===== src/rtl/mult_div_unit_pkg.sv =====
// Shared definitions for the iterative multiply/divide unit:
// op and FSM state encodings plus the iteration count.
package mult_div_unit_pkg;

    typedef enum logic [1:0] {
        OP_MULT  = 2'b00,
        OP_MULTU = 2'b01,
        OP_DIV   = 2'b10,
        OP_DIVU  = 2'b11
    } op_e;

    typedef enum logic [1:0] {
        IDLE = 2'b00,
        CALC = 2'b01,
        FIX  = 2'b10
    } state_e;

    localparam int unsigned ITERATIONS = 32;

    function automatic logic op_is_signed(input op_e op);
        return (op == OP_MULT) || (op == OP_DIV);
    endfunction

    function automatic logic op_is_div(input op_e op);
        return (op == OP_DIV) || (op == OP_DIVU);
    endfunction

endpackage


===== src/rtl/mult_div_unit_if.sv =====
// Execute-stage bundle for the multiply/divide unit: launch, operands,
// MTHI/MTLO direct writes, and HI/LO/status back to the pipeline.
interface mult_div_unit_if #(
    parameter int unsigned WIDTH = 32
);
    logic             start;
    logic [1:0]       op;
    logic [WIDTH-1:0] a;
    logic [WIDTH-1:0] b;
    logic             hi_we;
    logic             lo_we;
    logic [WIDTH-1:0] wdata;
    logic             busy;
    logic             done;
    logic [WIDTH-1:0] hi;
    logic [WIDTH-1:0] lo;

    modport master (
        output start, op, a, b, hi_we, lo_we, wdata,
        input  busy, done, hi, lo
    );

    modport slave (
        input  start, op, a, b, hi_we, lo_we, wdata,
        output busy, done, hi, lo
    );
endinterface


===== src/rtl/mult_div_unit_sign_fix.sv =====
// Final sign correction: turns the unsigned magnitude result into the
// signed HI/LO pair for MULT/DIV; unsigned ops pass through.
module mdu_sign_fix
    import mult_div_unit_pkg::*;
#(
    parameter int unsigned WIDTH = 32
) (
    input  op_e                op,
    input  logic               a_sign,
    input  logic               b_sign,
    input  logic               div_zero,
    input  logic [2*WIDTH-1:0] raw,
    output logic [WIDTH-1:0]   hi,
    output logic [WIDTH-1:0]   lo
);
    logic               sgn;
    logic               prod_neg;
    logic               quot_neg;
    logic               rem_neg;
    logic [2*WIDTH-1:0] prod;
    logic [WIDTH-1:0]   quot;
    logic [WIDTH-1:0]   rem;

    always_comb begin
        sgn      = op_is_signed(op);
        prod_neg = sgn & (a_sign ^ b_sign);
        // A zero divisor must leave the all-ones quotient untouched.
        quot_neg = sgn & (a_sign ^ b_sign) & ~div_zero;
        rem_neg  = sgn & a_sign;
        prod     = prod_neg ? -raw : raw;
        quot     = quot_neg ? -raw[WIDTH-1:0] : raw[WIDTH-1:0];
        rem      = rem_neg ? -raw[2*WIDTH-1:WIDTH] : raw[2*WIDTH-1:WIDTH];
        hi       = '0;
        lo       = '0;
        if (op_is_div(op)) begin
            hi = rem;
            lo = quot;
        end else begin
            hi = prod[2*WIDTH-1:WIDTH];
            lo = prod[WIDTH-1:0];
        end
    end
endmodule


===== src/rtl/mult_div_unit.sv =====
// Iterative 32-bit MULT/MULTU/DIV/DIVU unit with HI/LO registers.
// One result bit per cycle on magnitudes, sign fixed up in a final state.
module mult_div_unit
    import mult_div_unit_pkg::*;
#(
    parameter int unsigned WIDTH = 32
) (
    input logic           clk,
    input logic           rst,
    mult_div_unit_if.slave bus
);
    localparam logic [5:0] LAST_ITER = 6'(ITERATIONS - 1);

    state_e             state;
    state_e             state_nxt;
    op_e                op_in;
    op_e                op_q;
    logic               sa_q;
    logic               sb_q;
    logic               dz_q;
    logic [WIDTH-1:0]   opnd;
    logic [2*WIDTH-1:0] acc;
    logic [WIDTH-1:0]   rem;
    logic [5:0]         cnt;
    logic [WIDTH-1:0]   hi_q;
    logic [WIDTH-1:0]   lo_q;
    logic               done_q;

    logic               launch;
    logic               a_neg;
    logic               b_neg;
    logic [WIDTH-1:0]   a_mag;
    logic [WIDTH-1:0]   b_mag;
    logic [WIDTH:0]     mul_sum;
    logic [WIDTH:0]     div_shift;
    logic [WIDTH:0]     div_trial;
    logic [2*WIDTH-1:0] raw;
    logic [WIDTH-1:0]   fix_hi;
    logic [WIDTH-1:0]   fix_lo;

    assign op_in  = op_e'(bus.op);
    assign launch = (state == IDLE) && bus.start;
    assign a_neg  = op_is_signed(op_in) & bus.a[WIDTH-1];
    assign b_neg  = op_is_signed(op_in) & bus.b[WIDTH-1];
    assign a_mag  = a_neg ? -bus.a : bus.a;
    assign b_mag  = b_neg ? -bus.b : bus.b;

    // Multiply: acc = {P, multiplier}; divide: acc[WIDTH-1:0] holds dividend/quotient.
    assign mul_sum   = {1'b0, acc[2*WIDTH-1:WIDTH]} + {1'b0, (acc[0] ? opnd : '0)};
    assign div_shift = {rem, acc[WIDTH-1]};
    assign div_trial = div_shift - {1'b0, opnd};
    assign raw       = op_is_div(op_q) ? {rem, acc[WIDTH-1:0]} : acc;

    mdu_sign_fix #(.WIDTH(WIDTH)) u_sign_fix (
        .op       (op_q),
        .a_sign   (sa_q),
        .b_sign   (sb_q),
        .div_zero (dz_q),
        .raw      (raw),
        .hi       (fix_hi),
        .lo       (fix_lo)
    );

    always_ff @(posedge clk or posedge rst) begin
        if (rst) begin
            state <= IDLE;
        end else begin
            state <= state_nxt;
        end
    end

    always_comb begin
        state_nxt = state;
        case (state)
            IDLE:    if (bus.start) state_nxt = CALC;
            CALC:    if (cnt == LAST_ITER) state_nxt = FIX;
            FIX:     state_nxt = IDLE;
            default: state_nxt = IDLE;
        endcase
    end

    always_ff @(posedge clk or posedge rst) begin
        if (rst) begin
            op_q   <= OP_MULT;
            sa_q   <= 1'b0;
            sb_q   <= 1'b0;
            dz_q   <= 1'b0;
            opnd   <= '0;
            acc    <= '0;
            rem    <= '0;
            cnt    <= '0;
            hi_q   <= '0;
            lo_q   <= '0;
            done_q <= 1'b0;
        end else begin
            done_q <= (state == FIX);
            case (state)
                IDLE: begin
                    if (launch) begin
                        op_q <= op_in;
                        sa_q <= a_neg;
                        sb_q <= b_neg;
                        dz_q <= (bus.b == '0);
                        rem  <= '0;
                        cnt  <= '0;
                        if (op_is_div(op_in)) begin
                            opnd <= b_mag;
                            acc  <= {{WIDTH{1'b0}}, a_mag};
                        end else begin
                            opnd <= a_mag;
                            acc  <= {{WIDTH{1'b0}}, b_mag};
                        end
                    end else begin
                        if (bus.hi_we) hi_q <= bus.wdata;
                        if (bus.lo_we) lo_q <= bus.wdata;
                    end
                end
                CALC: begin
                    cnt <= cnt + 6'd1;
                    if (op_is_div(op_q)) begin
                        // Borrow out of the trial subtract means restore.
                        rem <= div_trial[WIDTH] ? div_shift[WIDTH-1:0] : div_trial[WIDTH-1:0];
                        acc[WIDTH-1:0] <= {acc[WIDTH-2:0], ~div_trial[WIDTH]};
                    end else begin
                        acc <= {mul_sum, acc[WIDTH-1:1]};
                    end
                end
                FIX: begin
                    hi_q <= fix_hi;
                    lo_q <= fix_lo;
                end
                default: ;
            endcase
        end
    end

    assign bus.busy = (state != IDLE);
    assign bus.done = done_q;
    assign bus.hi   = hi_q;
    assign bus.lo   = lo_q;
endmodule

===== src/flat_wrapper.sv =====
// flat-port wrapper written by rule: the top's interface ports become plain ports
module mult_div_unit_flat import mult_div_unit_pkg::*;
#(
    parameter int unsigned WIDTH = 32
)
  (clk, rst, bus_start, bus_op, bus_a, bus_b, bus_hi_we, bus_lo_we, bus_wdata, bus_busy, bus_done, bus_hi, bus_lo);
  mult_div_unit_if #(.WIDTH(WIDTH)) bus_i ();
  input logic clk;
  input logic rst;
  input wire logic [$bits(bus_i.start)-1:0] bus_start;
  input wire logic [$bits(bus_i.op)-1:0] bus_op;
  input wire logic [$bits(bus_i.a)-1:0] bus_a;
  input wire logic [$bits(bus_i.b)-1:0] bus_b;
  input wire logic [$bits(bus_i.hi_we)-1:0] bus_hi_we;
  input wire logic [$bits(bus_i.lo_we)-1:0] bus_lo_we;
  input wire logic [$bits(bus_i.wdata)-1:0] bus_wdata;
  output wire logic [$bits(bus_i.busy)-1:0] bus_busy;
  output wire logic [$bits(bus_i.done)-1:0] bus_done;
  output wire logic [$bits(bus_i.hi)-1:0] bus_hi;
  output wire logic [$bits(bus_i.lo)-1:0] bus_lo;
  assign bus_i.start = bus_start;
  assign bus_i.op = bus_op;
  assign bus_i.a = bus_a;
  assign bus_i.b = bus_b;
  assign bus_i.hi_we = bus_hi_we;
  assign bus_i.lo_we = bus_lo_we;
  assign bus_i.wdata = bus_wdata;
  assign bus_busy = bus_i.busy;
  assign bus_done = bus_i.done;
  assign bus_hi = bus_i.hi;
  assign bus_lo = bus_i.lo;
  mult_div_unit #(.WIDTH(WIDTH)) u_core (.clk(clk), .rst(rst), .bus(bus_i));
endmodule

===== config.mk =====
export PLATFORM = sky130hd
export DESIGN_NAME = mult_div_unit_flat
export DESIGN_NICKNAME = d
export VERILOG_FILES = /design/src/rtl/mult_div_unit_pkg.sv /design/src/rtl/mult_div_unit_if.sv /design/src/rtl/mult_div_unit_sign_fix.sv /design/src/rtl/mult_div_unit.sv /design/src/flat_wrapper.sv
export SDC_FILE = /design/constraint.sdc
export NUM_CORES = 1
export LEC_CHECK = 0
export BUFFER_PORTS_ARGS = -buffer_cell sky130_fd_sc_hd__buf_2
export CORE_ASPECT_RATIO = 2
export CORE_MARGIN = 4
export CORE_UTILIZATION = 40
export DETAILED_ROUTE_END_ITERATION = 7
export PLACE_DENSITY = 0.58
export SLEW_MARGIN = 0
export SYNTH_ARGS = -nofsm -noshare
export SYNTH_HDL_FRONTEND = slang
export SYNTH_SLANG_ARGS = --single-unit
export TNS_END_PERCENT = 1

===== constraint.sdc =====
create_clock -name clk -period 15.48 [get_ports clk]
set_clock_uncertainty 0.05 [all_clocks]
set_input_delay 4.644 -clock clk [delete_from_list [all_inputs] [get_ports clk]]
set_output_delay 4.644 -clock clk [all_outputs]
set_load 0.05 [all_outputs]

Yosys cells after proc, flatten, opt, wreduce, memory -nomap -nowiden
Cells that the tools add are included.
{"block": "word_totals", "in_bits": 103, "elab_cells": 93, "output_inout_bits": 66, "regBits": 206}
{"block": "op_classes", "bitwise_logic": 8, "n_eq_ne": 15, "addsub": 8, "reduce_logical": 19, "mux": 30}
{"cell": "$mux 32", "n": 18}
{"cell": "$mux 64", "n": 3}
{"cell": "$pmux 32 s2", "n": 3}
{"cell": "$neg 32->32", "n": 4}
{"cell": "$pmux 64 s2", "n": 1}
{"cell": "$neg 64->64", "n": 1}
{"cell": "$add 32x32->33", "n": 1}
{"cell": "$sub 33x32->33", "n": 1}
{"cell": "$logic_not 32->1", "n": 1}
{"cell": "$pmux 6 s2", "n": 1}
{"cell": "$reduce_and 3->1", "n": 4}
{"cell": "$eq 2x2->1 const B", "n": 5}
{"cell": "$ne 2x2->1 const B", "n": 5}
{"cell": "$add 6x1->6 const B", "n": 1}
{"cell": "$eq 6x5->1 const B", "n": 1}
{"cell": "$logic_not 2->1", "n": 3}
{"cell": "$mux 6", "n": 1}
{"cell": "$ne 2x1->1 const B", "n": 3}
{"cell": "$reduce_and 2->1", "n": 3}
{"cell": "$reduce_bool 2->1", "n": 3}
{"cell": "$and 1x1->1", "n": 5}
{"cell": "$logic_or 1x1->1", "n": 4}
{"cell": "$mux 2", "n": 2}
{"cell": "$pmux 2 s2", "n": 1}
{"cell": "4 further kinds", "n": 5}

Depth between registers and ports, before layout
Gate-level depths: netlist of the first run.
{"block": "depth", "ltp_word": 7, "depth_mapped": 18, "depth_no_buf": 12}

Cells and area by module
A second synthesis of the first run with hierarchy kept.
{"block": "hier_totals", "hier_cells": 2017, "area_unflattened_um2": 16752.3}
{"mod": "mult_div_unit", "seq_area_each_um2": 5154.9, "area_per_inst_um2": 15006.9, "cells_per_inst": 1751, "instances": 1}
{"mod": "mdu_sign_fix", "seq_area_each_um2": 0.0, "area_per_inst_um2": 1745.4, "cells_per_inst": 266, "instances": 1}

Worst setup path after synthesis of the first run
OpenSTA, ideal clock, no wires.
{"block": "synth_timing", "path_type": "input port to flip-flop", "start": "in bus_a[12]", "end": "reg u_core.acc[29]", "required_time_ns": 15.304, "stages": 7, "setup_time_ns": 0.126, "setup_slack_ns": 8.407, "n_path_buf": 0, "t_arrival_ns": 6.897, "cell_sequence": "or4_4 or4_4 or4b_4 o21ai_2 xor2_1 mux2i_1 a221o_1"}
{"block": "synth_via", "elab_chain_len": 5}
{"element": "start: declaration", "line_no": "flat_wrapper.sv:12", "source": "input wire logic [$bits(bus_i.a)-1:0] bus_a;"}
{"element": "$neg 32->32", "line_no": "mult_div_unit.sv:45", "source": "assign a_mag = a_neg ? -bus.a : bus.a;"}
{"element": "$mux 32", "line_no": "mult_div_unit.sv:45"}
{"element": "$mux 32", "line_no": "mult_div_unit.sv:106", "source": "if (op_is_div(op_in)) begin"}
{"element": "$mux 64", "line_no": "mult_div_unit.sv:99", "source": "if (launch) begin"}
{"element": "$pmux 64 s2", "line_no": "mult_div_unit.sv:97", "source": "case (state)"}
{"element": "end signal: assignment", "line_no": "mult_div_unit.sv:108", "source": "acc <= {{WIDTH{1'b0}}, a_mag};"}
{"element": "end signal: assignment", "line_no": "mult_div_unit.sv:111", "source": "acc <= {{WIDTH{1'b0}}, b_mag};"}
{"element": "end signal: indexed assignment", "line_no": "mult_div_unit.sv:123", "source": "acc[WIDTH-1:0] <= {acc[WIDTH-2:0], ~div_trial[WIDTH]};"}
{"element": "end: declaration", "line_no": "mult_div_unit.sv:22", "source": "logic [2*WIDTH-1:0] acc;"}
Every way passes these cells. The select of a mux whose other input is x is not followed.
A chain may end at the register's enable or synchronous reset.

Worst setup path in the final report of the first run
{"block": "layout_timing", "start": "in bus_a[1]", "end": "reg u_core.acc[30]"}
Same word-level chain as after synthesis.

==> impl_results.md, run 1 <==
* Startpoint Class: input port
* Outcome: completed
* Vias per cell at 6.031
* Cell Rows at 105
* Gr ovfl total at 0
* Final period util at 44.67%
* Top-level I/O count at 169
* Detailed-route via count at 16,430
* All-Layer GR Usage at 27.43%
* Final worst hold slack at 426.2 ps
* Flops & latches, synth at 206
* Crit Path Category: input port to flip-flop
* Pwr per Cell Area at 258.8 nW/µm²
* Fill count at 4,170
* Synth Area in Simple Gates at 18.54%
* Post-DP HPWL at 51.52 mm
* Vias in the first global route at 16,310
* DRT Pass-1 Iters at 5
* Max Slew Vio Count at 0
* Antenna violations before repair at 2
* Post-synth EDFFs at 0
* Placed Cells at 2,687
* Area delta synth->final at 11.70%
* Max VDD drop at 0.1131 mV
* Setup-failing EPs final at 0
* Die width at 152.8 µm
* Reg area at 5159 µm²
* Final Routed Wirelength at 65.16 mm
* Synthesized Nets at 2,253
* Cell Area, Placed at 18,030 µm²
* Slew HR at 18.05%
* First-pass GRT wire length at 97.42 mm
* Gate count of the mapped netlist at 2,079
* Avg WL per Cell at 23.92 µm
* Main combinational cell family by area after synthesis: compound AO/OA/AOI/OAI gates
* Tmin final at 6915 ps
* Total Neg Setup Slack at 0 ps
* Ys flop type: dfrtp_1
* Clk root buf: clkbuf_16
* RePlAce Congestion at 0.9935
* Clock Tree Buf Depth at 3
* Worst slew pin tran at 1218 ps
* CTS tree: done
* Sequential cell area fraction in the yosys report at 30.73%
* RSZ-0062 raised after global routing: false
* Die Ht at 297.6 µm
* CTS Hold Buffers Added at 0
* Setup bufs post-CTS at 0
* Post-route ant nets at 0
* Synth Area in Compound Gates at 24.90%
* Total CTS buffers at 21
* Syn avg cell area at 8.068 µm²
* Max FO, Critical Path at 6
* Critical path endpoint category: flip-flop
* Initial DRC Count at 1,116
* Nets at 2,349
* CTS resizes at 0
* Post-Syn Area at 16,770 µm²
* Hold crit path type: flip-flop to flip-flop
* Starting Density at 40.66%
* Synth async-reset ratio at 100.0%
* Post-synthesis mux area share at 6.789%
* Adder-Cell Fraction of Synth Area at 5.386%
* DR DRC count at 0
* Final non-filler cell area at 18,740 µm²
* Port Buffer Count at 168
* Overall power at 4850 µW
* Die area at 45,470 µm²
* CTS sink count at 206
* Largest net degree at the start of global routing at 97
* Crit path DAT at 7260 ps
* Xor/xnor share of the synthesized area at 9.295%
* YS warnings at 0
* CTS clk-pin slew, worst paths at 70 ps
* Area of the multi-input gates at 10,910 µm²
* Leakage power at 0.008049 µW
* Max-cap violation count at 0
* Worst-Skew Late Latency at 530 ps
* Share of cells above drive strength 1 at 12.11%
* Final hold violation count at 0
* Core area at 41,250 µm²
* Count of cell types in the netlist at 80
* H-tree depth at 1
* Required time worst endpoint at 15,830 ps
* Timing-limited maximum frequency at 144.6 MHz
* Final Non-Filler Cells at 2,724
-- sequential cells by signal (all words and copies together) (netlist names) --
register,count
u_core.acc,64
u_core.bus.done,1
u_core.bus.hi,32
u_core.bus.lo,32
u_core.cnt,6
u_core.dz_q,1
u_core.op_q,2
u_core.opnd,32
u_core.rem,32
u_core.sa_q,1
u_core.sb_q,1
u_core.state,2
-- worst max-delay path: stages --
cell	delay [ps]
buf_2	100
inv_1	70
ha_1	160
or3b_1	350
or3_1	490
nor3_2	330
nand2_1	200
o31ai_1	270
xor2_1	200
mux2i_1	100
a221o_1	340
-- final cells by class --
type,count,area share [%]
antenna,1,0.01336
clock buffer,29,3.125
clock inverter,7,0.6010
inverter,69,1.422
multi-input combinational,1684,58.24
sequential,206,27.53
tap,535,3.573
timing repair buffer,193,5.490
-- layer usage --
metal  routed length [µm]  global-route usage [%]  share of wire [%]  up-vias
li1                     -                       -                  -     7738
met1                22860                   27.94                 35     7963
met2                34170                   51.58                 52      537
met3                 2590                   2.897                4.0      190
met4                 5531                   18.82                8.5        0
met5                    0                       0                  0        -
-- layout by cell type (no fill, tap or decap), types with 67 or more instances in the layout --
master   synthesis  layout
nor2_1         174     171
mux2i_1        107     107
ha_1            69      69
xnor2_1         93      93
nand2_1        231     231
a21oi_1        139     139
buf_2           17     168
dfrtp_1        206     205
inv_1           68      67
xor2_1          85      85
o21ai_0        225     225
-- stage by stage --
stage | utilization (%) | worst slack (ps)
final | 45.42 | 8565
after global routing | 45.42 | 8378
after CTS | 45.41 | 8596
after detailed placement | 43.72 | 8048
after global placement | 43.72 | 8089
after floorplan | - | 5162
-- cell usage after synthesis (8+ instances only) --
library cell / instances / area, µm²
nand2_1: 231 / 867.1
o21ai_0: 225 / 1126
dfrtp_1: 206 / 5155
nor2_1: 174 / 653.1
a21oi_1: 139 / 695.7
mux2i_1: 107 / 1071
xnor2_1: 93 / 814.5
clkbuf_1: 89 / 334.1
xor2_1: 85 / 744.5
ha_1: 69 / 863.3
inv_1: 68 / 255.2
nor3_1: 54 / 270.3
a21o_1: 41 / 307.8
nand3_1: 34 / 170.2
a31oi_1: 31 / 193.9
o31ai_1: 26 / 195.2
a22oi_1: 25 / 187.7
or3_1: 21 / 131.4
a211oi_1: 19 / 142.6
nand2b_1: 18 / 112.6
o211ai_1: 18 / 135.1
and3_1: 17 / 106.4
buf_2: 17 / 85.08
nor3b_1: 16 / 120.1
o221ai_1: 16 / 140.1
o21ai_1: 15 / 75.07
buf_1: 14 / 52.55
nor2b_1: 13 / 81.33
o41ai_1: 13 / 113.9
and2_1: 11 / 68.82
nor4_1: 11 / 68.82
or4_1: 11 / 82.58
nand4_1: 10 / 62.56
o21bai_1: 10 / 75.07
a32o_1: 9 / 90.09
a221oi_1: 8 / 70.07
-- logic make-up (layout without fill, tap and decap cells) --
logic type      count (synthesis)  in the layout
flops                         206            206
simple gates                  655            655
mux                           113            113
compound gates                667            667
fa+ha+maj                      71             71
xor+xnor                      178            178
other cells                     0              1
buf+inv                       189            298
-- where the power goes --
group / switching (µW) / internal [µW] / total [µW]
clock: 228 / 314 / 542
sequential: 351 / 795 / 1150
combinational: 2040 / 1120 / 3160
total: 2620 / 2230 / 4850
-- worst paths after layout --
check / slack (ps) / cells past startpoint / startpoint / to
max in group asynchronous: 9820 / 3 / rst / u_core.op_q[1]
hold reg to reg: 430 / 2 / u_core.bus.hi[0] / u_core.bus.hi[0]
setup reg to reg: 10530 / 9 / u_core.op_q[1] / u_core.bus.hi[27]
hold / removal: 430 / 2 / u_core.bus.hi[0] / u_core.bus.hi[0]
min in group asynchronous: 4190 / 2 / rst / u_core.bus.hi[3]
setup / recovery: 8570 / 11 / bus_a[1] / u_core.acc[30]
Note: power is estimated with default switching activity, not from simulation.
==> run 2, diff against run 1 <==
==> constraint.sdc (replaced) <==
create_clock -name clk -period 6.9 [get_ports clk]
set_clock_uncertainty 0.05 [all_clocks]
set_input_delay 2.07 -clock clk [delete_from_list [all_inputs] [get_ports clk]]
set_output_delay 2.07 -clock clk [all_outputs]
set_load 0.05 [all_outputs]
==> run 2 against run 1 <==
- clock power increased by 120%
- final area about the same
- sequential cell count unchanged
- die area unchanged
- power increased by 120%
- critical path type is now flip-flop to flip-flop
==> impl_results.md, run 2 (synthesized netlist as in run 1, its figures left out) <==
* Fill count at 4,207 (+0.89%)
* RSZ-0062 raised after global routing: false
* CTS sink count at 206 (unchanged)
* Slew HR at 19.41% (+1.4 points)
* Switch Pwr at 5965 µW (+130%)
* Crit path DAT at 5000 ps (-2260 ps)
* Top-level I/O count at 169 (unchanged)
* Clock network power share at 10.7% (-0.5 points)
* Setup bufs post-CTS at 0 (unchanged)
* Total Neg Setup Slack at 0 ps (unchanged)
* Starting Density at 40.66% (unchanged)
* Cell Rows at 105 (unchanged)
* Reg with most FFs: u_core.acc
* Area of the multi-input gates at 10,920 µm² (about the same)
* Post-DP HPWL at 51.67 mm (+0.30%)
* RePlAce Congestion at 0.9984 (+0.49%)
* Die width at 152.8 µm (unchanged)
* Gr ovfl total at 0 (unchanged)
* Reg2reg setup slack at 2260 ps (-8270 ps)
* CTS resizes at 0 (unchanged)
* Largest net degree at the start of global routing at 86 (-11%)
* Worst R2R Path Depth at 12 (+3)
* Avg WL per Cell at 23.86 µm (-0.26%)
* Tmin final at 4635 ps
* Area delta synth->final at 11.82% (about the same)
* Detailed-route via count at 16,410 (-0.10%)
* Initial DRC Count at 1,074 (-3.8%)
* Most common cell after layout, fill and taps aside: nand2_1
* Hold wc startpoint: u_core.bus.hi[3]
* Startpoint of the worst-slack reg-to-reg timing path: u_core.acc[0]
* RR Endpoint: u_core.acc[57]
* Clock Tree Buf Depth at 3 (unchanged)
* Max-cap violation count at 0 (unchanged)
* Reg area at 5159 µm² (unchanged)
* Vias per cell at 6.014 (-0.29%)
* Critical path endpoint category: flip-flop
* Hold crit path type: flip-flop to flip-flop
* H-tree depth at 1 (unchanged)
* Share of cells above drive strength 1 at 12.45% (+0.34 points)
* Vias in the first global route at 16,380 (+0.46%)
* Outcome: completed
* CTS Hold Buffers Added at 0 (unchanged)
* Final hold violation count at 0 (unchanged)
* Hold path depth at 2 (unchanged)
* Leakage power at 0.008066 µW (+0.22%)
* Port Buffer Count at 168 (unchanged)
* Final Core Density at 45.46% (+0.045 points)
* Final Routed Wirelength at 65.10 mm (about the same)
* DRT Pass-1 Iters at 5 (unchanged)
* Worst slew pin tran at 1198 ps (-20.29 ps)
* Required time worst endpoint at 7260 ps (-8570 ps)
* Post-route ant nets at 0 (unchanged)
* Startpoint Class: flip-flop
* Pwr per Cell Area at 581.3 nW/µm² (+120%)
* Die Ht at 297.6 µm (unchanged)
* Hold EP: u_core.bus.hi[3]
* Commonest cells after routing, fill and taps aside: nand2_1 (231), o21ai_0 (225), dfrtp_1 (205)
* Max FFs per register at 64 (unchanged)
* Clk root buf: clkbuf_16
* All-Layer GR Usage at 27.45% (+0.028 points)
* Core area at 41,250 µm² (unchanged)
* Antenna violations before repair at 1 (-1)
* Sequential share of power at 23.8% (+0.2 points)
* Setup-failing EPs final at 0 (unchanged)
* Sw frac at 54.71% (+0.66 points)
* CTS tree: done
* Worst-Skew Late Latency at 540 ps (about the same)
* Timing-limited maximum frequency at 215.7 MHz
* Total CTS buffers at 22 (+4.8%)
* Die area at 45,470 µm² (unchanged)
* Combinational share of power at 65.5% (+0.3 points)
* Max Slew Vio Count at 0 (unchanged)
* DR DRC count at 0 (unchanged)
* CTS clk-pin slew, worst paths at 60 ps (about the same)
* Crit Path Category: flip-flop to flip-flop
* Final period util at 67.17%
* Nets at 2,351 (+0.085%)
* Int Pwr at 4938 µW (+120%)
* First-pass GRT wire length at 97.74 mm (+0.33%)
* Max FO, Critical Path at 17 (+11)
* Max VDD drop at 0.3105 mV (+170%)
-- run 2: cell count changes in the layout (fill, tap and decap cells not counted) --
cell	delta
clkbuf_8	+1
buf_12	+1
clkinv_8	+1
clkinv_2	+5
clkbuf_1	-3
clkbuf_16	+1
inv_8	-1
bufinv_16	-3
nor2_4	+1
clkinv_4	+3
nor2_2	-1
-- run 2: worst max path at each step --
stage | start | end | slack, ps | cells after the start
2_1_floorplan | rst | u_core.acc[0] | 2110 | 1
3_3_place_gp | bus_a[1] | u_core.acc[30] | 2100 | 11
3_5_place_dp | bus_a[0] | u_core.acc[29] | 2070 | 8
4_1_cts | u_core.acc[0] | u_core.acc[57] | 2310 | 12
5_1_grt | u_core.acc[0] | u_core.acc[57] | 1920 | 12
6_report | u_core.acc[0] | u_core.acc[57] | 2260 | 12
-- run 2: metrics by stage --
step / instance area [µm²] / power (µW) / hold WS (ps) / std cells / setup WS [ps]
after floorplan: 16780 / 7397 / 399.0 / 2079 / 2108
after global placement: 18060 / 9616 / 408.8 / 2688 / 2099
after detailed placement: 18060 / 9707 / 416.2 / 2688 / 2069
after CTS: 18750 / 10890 / 429.8 / 2728 / 2308
after global routing: 18750 / 11590 / 463.5 / 2729 / 1920
final: 18750 / 10900 / 423.8 / 2729 / 2265
-- run 2: layout make-up --
class / instances / area share [%]
antenna: 1 / 0.01334
clock buffer: 28 / 3.269
clock inverter: 12 / 0.4403
inverter: 69 / 1.401
multi-input combinational: 1684 / 58.21
sequential: 206 / 27.51
tap: 535 / 3.569
timing repair buffer: 194 / 5.591
-- run 2: per-layer routing --
layer | vias to the layer above | routed length [µm] | part of all wire [%] | track usage [%]
met1 | 7953 | 22850 | 35 | 28.53
met4 | 0 | 5188 | 8.0 | 18.31
met5 | - | 0 | 0 | 0
met2 | 529 | 34350 | 53 | 51.40
li1 | 7743 | - | - | -
met3 | 186 | 2712 | 4.2 | 2.693
-- run 2: worst max-delay path: stages, from the launching register on --
cell,delay [ps]
dfrtp_1,550
inv_1,600
buf_4,370
nor2_1,90
ha_1,380
a211oi_1,270
nand2_1,100
nor3_1,190
a21oi_1,200
a2111oi_1,820
o31ai_1,260
or3_1,370
a32o_1,250
-- run 2: power groups by stage --
| stage | clock network [µW] | logic [µW] | registers [µW] |
|---|---|---|---|
| after floorplan | 0 | 4560 | 2830 |
| after global placement | 0 | 7040 | 2570 |
| after detailed placement | 0 | 7110 | 2600 |
| after CTS | 1190 | 7130 | 2570 |
| after global routing | 1230 | 7720 | 2640 |
| final | 1170 | 7140 | 2590 |
==> run 3, diff against run 2 <==
--- a/config.mk
+++ b/config.mk
@@ -5,12 +5,13 @@
 export SDC_FILE = /design/constraint.sdc
 export NUM_CORES = 1
 export LEC_CHECK = 0
+export ABC_AREA = 1
 export BUFFER_PORTS_ARGS = -buffer_cell sky130_fd_sc_hd__buf_2
 export CORE_ASPECT_RATIO = 2
 export CORE_MARGIN = 4
 export CORE_UTILIZATION = 40
 export DETAILED_ROUTE_END_ITERATION = 7
-export PLACE_DENSITY = 0.58
+export PLACE_DENSITY = 0.59
 export SLEW_MARGIN = 0
 export SYNTH_ARGS = -nofsm -noshare
 export SYNTH_HDL_FRONTEND = slang
==> constraint.sdc (replaced) <==
create_clock -name clk -period 4.2 [get_ports clk]
set_clock_uncertainty 0.05 [all_clocks]
set_input_delay 1.26 -clock clk [delete_from_list [all_inputs] [get_ports clk]]
set_output_delay 1.26 -clock clk [all_outputs]
set_load 0.05 [all_outputs]
==> run 3 against run 2 <==
- via count increased by 31%
- synthesized cell count increased by 49%
- non-clock buffer count increased by 16
- sequential cell count unchanged
==> impl_results.md, run 3 <==
* Outcome: completed
* Clk root buf: clkbuf_16
* Top-level I/O count at 169 (unchanged)
* Post-Syn Area at 19,100 µm² (+14%)
* Worst-Skew Late Latency at 550 ps (about the same)
* CP top delay family: simple AND/OR/NAND/NOR gates
* CTS tree: done
* Timing-limited maximum frequency at 298.5 MHz (+38%)
* Top-count cell post-synth: nand2_1
* Count of cell types in the netlist at 54 (-33%)
* Die area at 51,520 µm² (+13%)
* Vias per cell at 5.558 (-7.6%)
* Port Buffer Count at 168 (unchanged)
* H-tree depth at 1 (unchanged)
* Sequential cell area fraction in the yosys report at 26.99% (-3.7 points)
* DRT Pass-1 Iters at 6 (+1)
* Crit-path cells: inv_1 > ha_1 > inv_1 > fa_1 > nand2_1 > nand2_1 > and2_1 > nand2_1 > nand2_2 > nand2_1 > nand2_2 > nand2_2 > nand3_1 > nand2_1 > buf_4 > nand2_1 > nand3_1 > o21ai_0
* Final hold violation count at 0 (unchanged)
* Core area at 47,360 µm² (+15%)
* Gate count of the mapped netlist at 3,104 (+49%)
* Post-DP HPWL at 69.80 mm (+35%)
* Max Slew Vio Count at 0 (unchanged)
* CP max stage delay at 440 ps (-380 ps)
* CTS resizes at 0 (unchanged)
* CTS clk-pin slew, worst paths at 70 ps (about the same)
* Starting Density at 40.32% (-0.34 points)
* Tmin final at 3351 ps (-1284 ps)
* Area leader, netlist: dfrtp_1
* Nets at 3,403 (+45%)
* RSZ-0062 raised after global routing: false
* Clock Tree Buf Depth at 3 (unchanged)
* # diodes at 0 (-1)
* Max FO, Critical Path at 19 (+2)
* Vias in the first global route at 20,920 (+28%)
* Flops & latches, synth at 206 (unchanged)
* Synth top area cells: dfrtp_1 (27%), nand2_1 (17%), nand3_1 (8.5%)
* Largest net degree at the start of global routing at 81 (-5.8%)
* Final Routed Wirelength at 84.20 mm (+29%)
* Antenna violations before repair at 0 (-1)
* Setup-failing EPs final at 0 (unchanged)
* Pwr per Cell Area at 889.9 nW/µm² (+53%)
* Crit path DAT at 3700 ps (-1300 ps)
* Most frequent CP cell: nand2_1
* Synth async-reset ratio at 100.0% (unchanged)
* Startpoint Class: flip-flop
* All-Layer GR Usage at 31.84% (+4.4 points)
* Cell Rows at 113 (+7.6%)
* Share of cells above drive strength 1 at 11.31% (-1.1 points)
* Gr ovfl total at 0 (unchanged)
* Required time worst endpoint at 4550 ps (-2710 ps)
* Area delta synth->final at 11.60%
* Detailed-route via count at 21,550 (+31%)
* Final period util at 79.78% (+13 points)
* Initial DRC Count at 1,898 (+77%)
* Critical-path top delay cell: dfrtp_1
* YS warnings at 0 (unchanged)
* Critical path endpoint category: flip-flop
* DR DRC count at 0 (unchanged)
* Top cell type's share of synthesized area at 26.99% (-3.7 points)
* Final Core Density at 45.00% (-0.46 points)
* Setup bufs post-CTS at 0 (unchanged)
* Hold crit path type: flip-flop to flip-flop
* Ys flop type: dfrtp_1
* Most common cell after layout, fill and taps aside: nand2_1
* Die width at 162.5 µm (+6.4%)
* Max FFs per register at 64 (unchanged)
* RePlAce Congestion at 1.049 (+5.1%)
* Leakage power at 0.01041 µW (+29%)
* Avg WL per Cell at 21.72 µm (-9.0%)
* Total CTS buffers at 22 (unchanged)
* Max-cap violation count at 0 (unchanged)
* Crit Path Category: flip-flop to flip-flop
* First-pass GRT wire length at 124.4 mm (+27%)
* Post-synth top cells: nand2_1 (851), nor2_1 (367), inv_1 (359)
* Crit path buf inv count at 3 (+1)
* CTS sink count at 206 (unchanged)
* Post-route ant nets at 0 (unchanged)
* Syn avg cell area at 6.153 µm² (-24%)
* Synthesized Nets at 3,278 (+45%)
* Die Ht at 317.0 µm (+6.5%)
* Max VDD drop at 0.4349 mV (+40%)
* Total Neg Setup Slack at 0 ps (unchanged)
* Post-synth EDFFs at 0 (unchanged)
* Worst slew pin tran at 839.5 ps (-358.3 ps)
* Reg with most FFs: u_core.acc
* Slew HR at 43.97% (+25 points)
* Commonest cells after routing, fill and taps aside: nand2_1 (851), nor2_1 (361), inv_1 (358)
* CTS Hold Buffers Added at 0 (unchanged)
run 3: cell count changes after synthesis, moves of 31 or more:
cell      delta
a21oi_1     +84
clkbuf_1    -34
inv_1      +291
mux2i_1    -107
nand2_1    +620
nand2_2     +40
nand3_1    +290
nand4_1     +31
nor2_1     +193
o21ai_0     -67
xnor2_1     -77
xor2_1      -50
run 3: worst register-to-register path: cells and delay by family, from the launching register on:
kind	cells	cell delay [ps]
buf+inv	3	580
simple gates	12	1460
flops	1	440
compound gates	1	90
fa+ha+maj	2	590
run 3: final cells by class:
class,count,area (µm²)
inverters,374,1410
fillers,5113,26050
clock inverters,13,150.1
clock buffers,27,599.3
well taps,632,790.8
repair buffers,210,1181
multi-input cells,2415,12030
flip-flops and latches,206,5156
run 3: worst paths after layout:
check	from	to	slack, ps	cells after the start
hold reg to reg	u_core.bus.hi[28]	u_core.bus.hi[28]	460	2
setup / recovery	u_core.acc[31]	u_core.rem[5]	850	18
min in group asynchronous	rst	u_core.acc[49]	750	2
setup reg to reg	u_core.acc[31]	u_core.rem[5]	850	18
hold / removal	u_core.bus.hi[28]	u_core.bus.hi[28]	460	2
max in group asynchronous	rst	u_core.acc[6]	2480	3
run 3: logic make-up after synthesis:
kind of cell / synth area share (%)
DFF: 26.99
adders and majority gates: 4.730
and+or+nand+nor: 39.37
AOI/OAI and AO/OA: 16.39
xor gates and xnor gates: 2.339
buffers and inverters: 10.17
run 3: layer usage:
layer | vias to the layer above | routed length [µm] | global-route usage (%)
li1 | 10430 | - | -
met1 | 10010 | 29120 | 32.74
met2 | 838 | 42550 | 57.83
met3 | 272 | 3593 | 2.360
met4 | 0 | 8938 | 27.13
met5 | - | 0 | 0
run 3: metrics by stage:
step / instances / power (µW) / area (µm²) / hold slack (ps) / setup WS (ps)
after detailed placement: 3837 / 16790 / 20560 / 452.3 / 745.5
after CTS: 3877 / 18940 / 21310 / 467.9 / 843.0
after floorplan: 3104 / 12940 / 19100 / 420.2 / 217.7
after global routing: 3877 / 20490 / 21310 / 483.2 / 564.1
after global placement: 3837 / 16650 / 20560 / 434.5 / 741.7
final: 3877 / 18970 / 21310 / 465.0 / 849.4
run 3: report_power, final:
group / leakage (µW) / switching (µW) / total, µW / internal, µW
Clock: 0.000364 / 934 / 2090 / 1160
Combinational: 0.00754 / 9300 / 13000 / 3740
Sequential: 0.00250 / 959 / 3840 / 2880
Total: 0.0104 / 11200 / 19000 / 7770
